[src/rtl/word_byte_tx_pkg.sv]
// Shared constants for the word-to-byte transmitter: bus widths, FSM state
// encodings and the byte parity helper.
package word_byte_tx_pkg;

  localparam int WBT_BYTE_W = 8;
  localparam int WBT_WORD_W = 2 * WBT_BYTE_W;

  // FSM encodings; 2'd3 is illegal and recovers to ST_IDLE
  localparam logic [1:0] ST_IDLE    = 2'd0;
  localparam logic [1:0] ST_SEND_HI = 2'd1;
  localparam logic [1:0] ST_SEND_LO = 2'd2;

  // Even parity of one bus byte
  function automatic logic even_par(input logic [WBT_BYTE_W-1:0] b);
    return ^b;
  endfunction

endpackage

[src/rtl/word_byte_tx_word_fifo.sv]
// word_fifo: small synchronous FIFO with an occupancy counter.
// Pushes into a full FIFO and pops from an empty one are ignored.
// flush empties the FIFO on the next edge and wins over push/pop.
module word_fifo #(
  parameter  int DEPTH = 2,
  parameter  int WIDTH = 16,
  localparam int AW    = (DEPTH > 1) ? $clog2(DEPTH) : 1,
  localparam int LW    = $clog2(DEPTH + 1)
) (
  input  logic             clk,
  input  logic             rst,
  input  logic             flush,
  input  logic             push,
  input  logic [WIDTH-1:0] wdata,
  input  logic             pop,
  output logic [WIDTH-1:0] rdata,
  output logic             full,
  output logic             empty,
  output logic [LW-1:0]    level
);

  logic [WIDTH-1:0] mem_q [DEPTH];
  logic [WIDTH-1:0] mem_d [DEPTH];
  logic [AW-1:0]    wr_ptr_q, wr_ptr_d;
  logic [AW-1:0]    rd_ptr_q, rd_ptr_d;
  logic [LW-1:0]    count_q, count_d;
  logic             do_push_s, do_pop_s;

  assign full      = (count_q == LW'(DEPTH));
  assign empty     = (count_q == {LW{1'b0}});
  assign level     = count_q;
  assign rdata     = mem_q[rd_ptr_q];
  assign do_push_s = push & ~full;
  assign do_pop_s  = pop & ~empty;

  // Next-state for storage, pointers and occupancy; pointers wrap mod DEPTH
  always_comb begin
    mem_d    = mem_q;
    wr_ptr_d = wr_ptr_q;
    rd_ptr_d = rd_ptr_q;
    count_d  = count_q;
    if (flush) begin
      wr_ptr_d = {AW{1'b0}};
      rd_ptr_d = {AW{1'b0}};
      count_d  = {LW{1'b0}};
    end else begin
      if (do_push_s) begin
        mem_d[wr_ptr_q] = wdata;
        wr_ptr_d        = wr_ptr_q + AW'(1);
      end else begin
        wr_ptr_d = wr_ptr_q;
      end
      if (do_pop_s) begin
        rd_ptr_d = rd_ptr_q + AW'(1);
      end else begin
        rd_ptr_d = rd_ptr_q;
      end
      case ({do_push_s, do_pop_s})
        2'b10:   count_d = count_q + LW'(1);
        2'b01:   count_d = count_q - LW'(1);
        default: count_d = count_q;
      endcase
    end
  end

  // FIFO state registers
  always_ff @(posedge clk or posedge rst) begin
    if (rst) begin
      for (int i = 0; i < DEPTH; i++) mem_q[i] <= {WIDTH{1'b0}};
      wr_ptr_q <= {AW{1'b0}};
      rd_ptr_q <= {AW{1'b0}};
      count_q  <= {LW{1'b0}};
    end else begin
      mem_q    <= mem_d;
      wr_ptr_q <= wr_ptr_d;
      rd_ptr_q <= rd_ptr_d;
      count_q  <= count_d;
    end
  end

endmodule

[src/rtl/word_byte_tx.sv]
// word_byte_tx: buffers 16-bit words and sends each as two byte beats,
// high byte first, qualified by byte_ena and back-pressured by byte_ready.
// Optional feature macro: WBT_PARITY_EN adds the registered byte_par output.
module word_byte_tx
  import word_byte_tx_pkg::*;
#(
  parameter  int WORD_W     = WBT_WORD_W,
  parameter  int BYTE_W     = WBT_BYTE_W,
  parameter  int FIFO_DEPTH = 2,
  localparam int LVL_W      = $clog2(FIFO_DEPTH + 1)
) (
  input  logic              clk1,
  input  logic              rst,
  input  logic [WORD_W-1:0] word_in,
  input  logic              word_valid,
  output logic              word_ready,
  input  logic              flush,
  output logic [BYTE_W-1:0] byte_out,
  output logic              byte_ena,
  input  logic              byte_ready,
  output logic [LVL_W-1:0]  level,
  output logic              busy
`ifdef WBT_PARITY_EN
  ,
  output logic              byte_par
`endif
);

  logic [1:0]        state_q, state_d;
  logic [BYTE_W-1:0] sh_lo_q, sh_lo_d;   // pending low byte of the word in flight
  logic [BYTE_W-1:0] byte_q, byte_d;
  logic              ena_q, ena_d;
  logic [WORD_W-1:0] head_s;
  logic              full_s, empty_s, push_s, pop_s;
  logic [LVL_W-1:0]  level_s;

  // A word offered during flush is dropped along with the FIFO contents
  assign push_s = word_valid & ~full_s & ~flush;

  word_fifo #(.DEPTH(FIFO_DEPTH), .WIDTH(WORD_W)) u_fifo (
    .clk   (clk1),
    .rst   (rst),
    .flush (flush),
    .push  (push_s),
    .wdata (word_in),
    .pop   (pop_s),
    .rdata (head_s),
    .full  (full_s),
    .empty (empty_s),
    .level (level_s)
  );

  assign word_ready = ~full_s;
  assign level      = level_s;
  assign busy       = (state_q != ST_IDLE) || (level_s != {LVL_W{1'b0}});
  assign byte_out   = byte_q;
  assign byte_ena   = ena_q;

  // Beat sequencing: pop into the shift stage, send high then low, chain
  // the next word without a bubble, idle with ena low and byte zero
  always_comb begin
    state_d = state_q;
    sh_lo_d = sh_lo_q;
    byte_d  = byte_q;
    ena_d   = ena_q;
    pop_s   = 1'b0;
    if (flush) begin
      state_d = ST_IDLE;
      byte_d  = {BYTE_W{1'b0}};
      ena_d   = 1'b0;
    end else begin
      case (state_q)
        ST_IDLE: begin
          if (!empty_s) begin
            pop_s   = 1'b1;
            sh_lo_d = head_s[BYTE_W-1:0];
            byte_d  = head_s[WORD_W-1 -: BYTE_W];
            ena_d   = 1'b1;
            state_d = ST_SEND_HI;
          end else begin
            byte_d  = {BYTE_W{1'b0}};
            ena_d   = 1'b0;
          end
        end
        ST_SEND_HI: begin
          if (byte_ready) begin
            byte_d  = sh_lo_q;
            state_d = ST_SEND_LO;
          end else begin
            state_d = ST_SEND_HI;
          end
        end
        ST_SEND_LO: begin
          if (byte_ready && !empty_s) begin
            pop_s   = 1'b1;
            sh_lo_d = head_s[BYTE_W-1:0];
            byte_d  = head_s[WORD_W-1 -: BYTE_W];
            ena_d   = 1'b1;
            state_d = ST_SEND_HI;
          end else if (byte_ready) begin
            byte_d  = {BYTE_W{1'b0}};
            ena_d   = 1'b0;
            state_d = ST_IDLE;
          end else begin
            state_d = ST_SEND_LO;
          end
        end
        default: begin
          byte_d  = {BYTE_W{1'b0}};
          ena_d   = 1'b0;
          state_d = ST_IDLE;
        end
      endcase
    end
  end

  // FSM, shift stage and output registers
  always_ff @(posedge clk1 or posedge rst) begin
    if (rst) begin
      state_q <= ST_IDLE;
      sh_lo_q <= {BYTE_W{1'b0}};
      byte_q  <= {BYTE_W{1'b0}};
      ena_q   <= 1'b0;
    end else begin
      state_q <= state_d;
      sh_lo_q <= sh_lo_d;
      byte_q  <= byte_d;
      ena_q   <= ena_d;
    end
  end

`ifdef WBT_PARITY_EN
  logic par_q, par_d;

  // Parity tracks the next byte and is forced low while ena is low
  always_comb begin
    par_d = even_par(byte_d) & ena_d;
  end

  // Parity register, aligned with byte_out
  always_ff @(posedge clk1 or posedge rst) begin
    if (rst) begin
      par_q <= 1'b0;
    end else begin
      par_q <= par_d;
    end
  end

  assign byte_par = par_q;
`endif

endmodule

[config.mk]
export PLATFORM = sky130hd
export DESIGN_NAME = word_byte_tx
export DESIGN_NICKNAME = d
export VERILOG_FILES = /design/src/rtl/word_byte_tx_pkg.sv /design/src/rtl/word_byte_tx_word_fifo.sv /design/src/rtl/word_byte_tx.sv
export SDC_FILE = /design/constraint.sdc
export NUM_CORES = 1
export LEC_CHECK = 0
export BUFFER_PORTS_ARGS = -buffer_cell sky130_fd_sc_hd__buf_2
export CORE_ASPECT_RATIO = 1.25
export CORE_MARGIN = 4
export CORE_UTILIZATION = 30
export CTS_CLUSTER_DIAMETER = 30
export DETAILED_ROUTE_END_ITERATION = 10
export PLACE_DENSITY = 0.54
export SLEW_MARGIN = 10
export SYNTH_ARGS = -nofsm -noshare
export SYNTH_HDL_FRONTEND = slang
export SYNTH_SLANG_ARGS = --single-unit
[constraint.sdc]
create_clock -name clk1 -period 4.54 [get_ports clk1]
set_clock_uncertainty 0.05 [all_clocks]
set_input_delay 0.454 -clock clk1 [delete_from_list [all_inputs] [get_ports clk1]]
set_output_delay 0.454 -clock clk1 [all_outputs]
set_load 0.02 [all_outputs]
==> impl_metrics.csv, run 1 <==
group,metric,value,unit
run_status,status,"finished, final reports clean",
die,initial_core_util,30.7,%
drt,vias,1550,
sta,setup_viol_count_final,0,
grt,grt_util_all_layers,10.2,%
drt,dr.pass1.iters,4,
job,maxCapViolations,0,
synthesis,ys_seq_area_share,54.4,%
layout,final_cell_count_no_fill,311,
clock_network,holdBufCountCts,0,
grt,antenna_found_initial,0,
grt,grt_max_degree,56,
critical_path,r2r_start,"u_fifo.level[1]$_DFFE_PP0P_",
placed_design,io_buffers,33,
die,pin_count,34,
placed_design,place_inst,303,
grt,grt_pass1_vias,1604,
synthesis,syn-instance-count,183,
clock_network,clk_latency,0.30,ns
critical_path,cp.required,4.68,ns
die,core-area,8240,um2
critical_path,worstSetupStartpointType,"flip-flop",
critical_path,rr_endpoint,"u_fifo.mem_q[16]$_DFFE_PP0P_",
synthesis,syn-num-nets,204,
clock_network,numCtsBuffers,5,
critical_path,path_max_fanout,16,
drt,wl_per_cell,15.9,um
synthesis,synth_area_leaders,"dfrtp_1 (54%), mux2_2 (25%), mux2i_1 (3.2%)",
grt,grt_pass1_wl,8.22,mm
hold_path,hp-class,"in -> async",
clock_network,cts_max_level,2,
sta,slew_headroom,22.7,%
synthesis,synth_cell_types,33,
sta,worst_slew_pin_slew,1.15,ns
layout,final_cell_mix,"mux2_2 (56), dfrtp_1 (55), buf_2 (33)",
clock_network,cts-root-buf,"clkbuf_8",
critical_path,r2r_slack,2.46,ns
layout,area_growth,12.5,%
clock_network,cts_tree,"built",
die,dieWidth,90.2,um
power,power_leakage,1.24,nW
sta,finalCritPeriodShare,45.7,%
drt,wirelength,4.94,mm
power,cellPowerDensity,424,nW/um2
critical_path,critPathArrivalTime,2.22,ns
power,irDropWorstVdd,0.000124,V
die,die_h,111,um
synthesis,syn_area,2530,um2
sta,final-hold-violation-count,0,
sta,rsz0062_at_grt,"false",
layout,fin_nets,234,
sta,period_needed,2.08,ns
sta,finalMaxSlewViolations,0,
clock_network,cts_resized,0,
critical_path,critPathKind,"reg -> reg",
critical_path,worst_r2r_path_depth,3,
clock_network,postCtsSetupBuffers,0,
layout,final_common_cell,"mux2_2",
layout,drive_above_1_share,49.5,%
synthesis,avgSynthCellArea,13.8,um2
placed_design,dpl.hpwl,3.39,mm
drt,drt-initial-drc-count,62,
sta,fin_tns_setup,0,ns
clock_network,clk_path_buf_depth,2,
die,rows,37,
drt,ant_nets,0,
die,die_area,9980,um2
synthesis,synth_top_area_share,54.4,%
clock_network,clock-sinks,55,
synthesis,ys_warn_count,0,
critical_path,end_kind,"flip-flop",
sta,fmax,482,MHz
drt,viasPerCell,4.98,
layout,insertedDiodeCount,0,
grt,grt_overflow,0,
drt,drc,0,
clock_network,clk_pin_slew,0.09,ns
placed_design,gp_congestion,0.734,
synthesis,synth.largest_area_cell,"dfrtp_1",
synthesis,ys_ff_latch,55,
[flip-flops by register name (all words and copies together), names as in the netlist]
name,flops
byte_ena,1
byte_out,8
sh_lo_q,8
state_q,2
u_fifo.level,2
u_fifo.mem_q,32
u_fifo.rd_ptr_q,1
u_fifo.wr_ptr_q,1
[layout make-up]
type	count	area, um2
Fill cell	861	5390
Sequential cell	55	1380
Clock buffer	7	76.3
Multi-Input combinational cell	113	1080
Tap cell	97	121
Timing Repair Buffer	34	173
Inverter	4	15.0
Clock inverter	1	5.00
[power breakdown]
| part | internal, W | leakage (nW) | switching, W |
|---|---|---|---|
| clock | 0.000109 | 0.0422 | 0.000151 |
| combinational | 0.000158 | 0.517 | 0.000105 |
| sequential | 0.000607 | 0.679 | 0.0000776 |
[synth_stat cells]
master	count
a22oi_1	8
nor3b_2	1
a31oi_1	2
buf_2	5
o22ai_1	8
dfrtp_1	55
nor4_4	2
mux2_2	56
nand2_1	3
inv_1	4
nor3_1	1
o221a_2	1
buf_4	1
or3_2	1
clkbuf_1	3
a211o_2	1
a21oi_1	3
nor2b_4	1
o21ai_0	2
a41o_1	1
mux2i_1	8
or4_1	2
a2111oi_0	1
buf_1	1
or3_1	1
nor2b_1	2
o31ai_1	1
o211ai_1	1
nand3b_1	1
nor2_1	3
and3b_2	1
nand4_2	1
buf_6	1
[logic make-up after synthesis]
kind of cell    share of synthesized area, %
buf+inv                                 2.92
simple gates                            6.62
mux                                     28.1
compound gates                          8.01
flops                                   54.4
[worst max path at each step]
stage,cells past startpoint,start,to
floorplan,1,rst,byte_ena$_DFFE_PP0P_
global placement,3,flush,u_fifo.mem_q[24]$_DFFE_PP0P_
detailed placement,4,word_valid,u_fifo.mem_q[19]$_DFFE_PP0P_
CTS,3,u_fifo.level[1]$_DFFE_PP0P_,u_fifo.mem_q[16]$_DFFE_PP0P_
global route,3,u_fifo.level[1]$_DFFE_PP0P_,u_fifo.mem_q[23]$_DFFE_PP0P_
finish,3,u_fifo.level[1]$_DFFE_PP0P_,u_fifo.mem_q[16]$_DFFE_PP0P_
[metal layers]
metal / wire length [um] / up-vias / global-route usage (%)
li1: - / 739 / -
met1: 2290 / 772 / 13.2
met2: 2380 / 33 / 16.5
met3: 192 / 6 / 2.58
met4: 83 / 0 / 3.98
met5: 0 / - / 0
[stage by stage]
| stage | worst slack [ns] | util [%] | power, W | area [um2] | hold slack (ns) |
|---|---|---|---|---|---|
| floorplan | 2.69 | - | 0.000887 | 2530 | 0.424 |
| global placement | 2.24 | 33.6 | 0.000955 | 2770 | 0.436 |
| detailed placement | 2.22 | 33.6 | 0.000963 | 2770 | 0.445 |
| CTS | 2.46 | 34.6 | 0.00122 | 2850 | 0.309 |
| global route | 2.35 | 34.6 | 0.00128 | 2850 | 0.333 |
| finish | 2.46 | 34.6 | 0.00121 | 2850 | 0.267 |
[critical path: stages, from the launching register on]
cell	delay, ns
dfrtp_1	0.45
nor2b_4	0.18
nor4_4	0.86
mux2_2	0.42
Note: power is estimated with default switching activity, not from simulation.
==> inputs of run 2 (changes only) <==
PLACE_DENSITY = 0.56   (was 0.54)
clock period = 1.9 ns   (was 4.54 ns; I/O delays follow)
==> impl_metrics.csv, run 2 (synthesized netlist as in run 1, its figures left out) <==
group,metric,value,unit
clock_network,cts-root-buf,"clkbuf_8",
clock_network,cts_max_level,2,
layout,multi_input_area,1080,um2
placed_design,gp_congestion,0.761,
grt,grt_util_all_layers,10.7,%
clock_network,clock-sinks,55,
clock_network,clk_pin_slew,0.09,ns
placed_design,dpl.hpwl,3.53,mm
die,die_area,9980,um2
sta,finalMaxSlewViolations,0,
critical_path,critPathArrivalTime,1.89,ns
critical_path,r2r_slack,0.15,ns
grt,grt_overflow,0,
placed_design,io_buffers,33,
die,core-area,8240,um2
layout,seq_area,1380,um2
drt,ant_nets,0,
drt,wl_per_cell,16.0,um
critical_path,endpoint,"sh_lo_q[3]$_DFFE_PP0P_",
critical_path,path_max_fanout,11,
clock_network,cts_resized,0,
critical_path,critPathLaunch,"state_q[1]$_DFFE_PP0P_",
sta,fin_tns_setup,0,ns
die,initial_core_util,30.7,%
die,dieWidth,90.2,um
critical_path,end_kind,"flip-flop",
run_status,status,"finished, final reports clean",
grt,grt_pass1_wl,8.60,mm
critical_path,worstSetupStartpointType,"flip-flop",
sta,setup_viol_count_final,0,
die,rows,37,
layout,largest_reg_flops,32,
power,irDropWorstVdd,0.000308,V
drt,dr.pass1.iters,4,
layout,drive_above_1_share,51.1,%
layout,area_growth,16.3,%
die,die_h,111,um
sta,rsz0062_at_grt,"false",
critical_path,rr_endpoint,"sh_lo_q[3]$_DFFE_PP0P_",
drt,drc,0,
drt,vias,1582,
clock_network,clk_path_buf_depth,2,
layout,final_cell_mix,"mux2_2 (56), dfrtp_1 (55), buf_2 (33)",
power,total_power,0.00292,W
drt,viasPerCell,4.97,
layout,insertedDiodeCount,0,
sta,finalCritPeriodShare,92.1,%
power,cellPowerDensity,990,nW/um2
sta,slew_headroom,52.4,%
die,pin_count,34,
layout,fill_cells,812,
hold_path,hp-class,"in -> reg",
layout,fin_nets,241,
job,maxCapViolations,0,
clock_network,postCtsSetupBuffers,0,
grt,grt_max_degree,56,
clock_network,holdBufCountCts,1,
drt,wirelength,5.07,mm
grt,antenna_found_initial,0,
layout,final_common_cell,"mux2_2",
grt,grt_pass1_vias,1685,
critical_path,r2r_start,"state_q[1]$_DFFE_PP0P_",
drt,drt-initial-drc-count,95,
critical_path,worst_r2r_path_depth,3,
sta,worst_slew_pin_slew,0.713,ns
sta,period_needed,1.75,ns
clock_network,cts_tree,"built",
critical_path,critPathKind,"reg -> reg",
layout,largest_register,"u_fifo.mem_q",
power,power_leakage,1.29,nW
clock_network,clk_latency,0.30,ns
sta,fmax,571,MHz
critical_path,cp.required,2.04,ns
sta,final-hold-violation-count,0,
clock_network,numCtsBuffers,5,
==> run 2: cell count changes in the layout (fill, tap and decap cells not counted), sizes merged <==
cell / change
clkbuf: -1
clkinvlp: +1
dlygate4sd3: +1
buf: +6
==> run 2: where the power goes <==
part	switching, W	leakage (nW)	internal (W)
combinational	0.000277	0.565	0.000400
clock	0.000359	0.0412	0.000258
sequential	0.000171	0.679	0.00145
==> run 2: cell type report <==
class,count,share of cell area (%)
Clock buffer,6,2.46
Clock inverter,2,0.425
Inverter,4,0.510
Multi-Input combinational cell,113,36.7
Sequential cell,55,46.7
Tap cell,97,4.12
Timing Repair Buffer,41,9.01
==> run 2: critical path, cell delays in order, from the launching register on <==
cell and delay [ns]:
dfrtp_1 0.40, nor2b_1 0.25, nor4_4 0.54, mux2_2 0.40
==> run 2: how the worst min path moves through the flow <==
stage           startpoint                      endpoint  slack, ns  cells past startpoint
2_1_floorplan   word_in[0]   u_fifo.mem_q[0]$_DFFE_PP0P_       0.29                      1
3_3_place_gp           rst  u_fifo.mem_q[26]$_DFFE_PP0P_       0.22                      3
3_5_place_dp           rst  u_fifo.mem_q[26]$_DFFE_PP0P_       0.22                      3
4_1_cts         word_in[1]   u_fifo.mem_q[1]$_DFFE_PP0P_       0.06                      2
5_1_grt        word_in[15]  u_fifo.mem_q[15]$_DFFE_PP0P_       0.06                      2
6_report        word_in[1]   u_fifo.mem_q[1]$_DFFE_PP0P_       0.07                      2
==> run 2: per-stage QoR <==
step / instance area (um2) / worst slack (ns) / hold slack (ns) / instances / utilization [%]
after floorplan: 2530 / 0.127 / 0.290 / 183 / -
after global placement: 2850 / 0.171 / 0.219 / 309 / 34.6
after detailed placement: 2850 / 0.150 / 0.217 / 309 / 34.6
after CTS: 2940 / 0.130 / 0.0572 / 318 / 35.7
after global routing: 2940 / 0.0194 / 0.0603 / 318 / 35.7
final: 2940 / 0.150 / 0.0719 / 318 / 35.7
==> run 2: routing by layer <==
layer	GRT usage (%)	up-vias	wire, um	part of all wire (%)
met5	0	-	0	0
met4	3.98	0	69	1.4
met3	2.10	5	116	2.3
met2	18.1	28	2570	51
met1	13.5	793	2320	46
li1	-	756	-	-
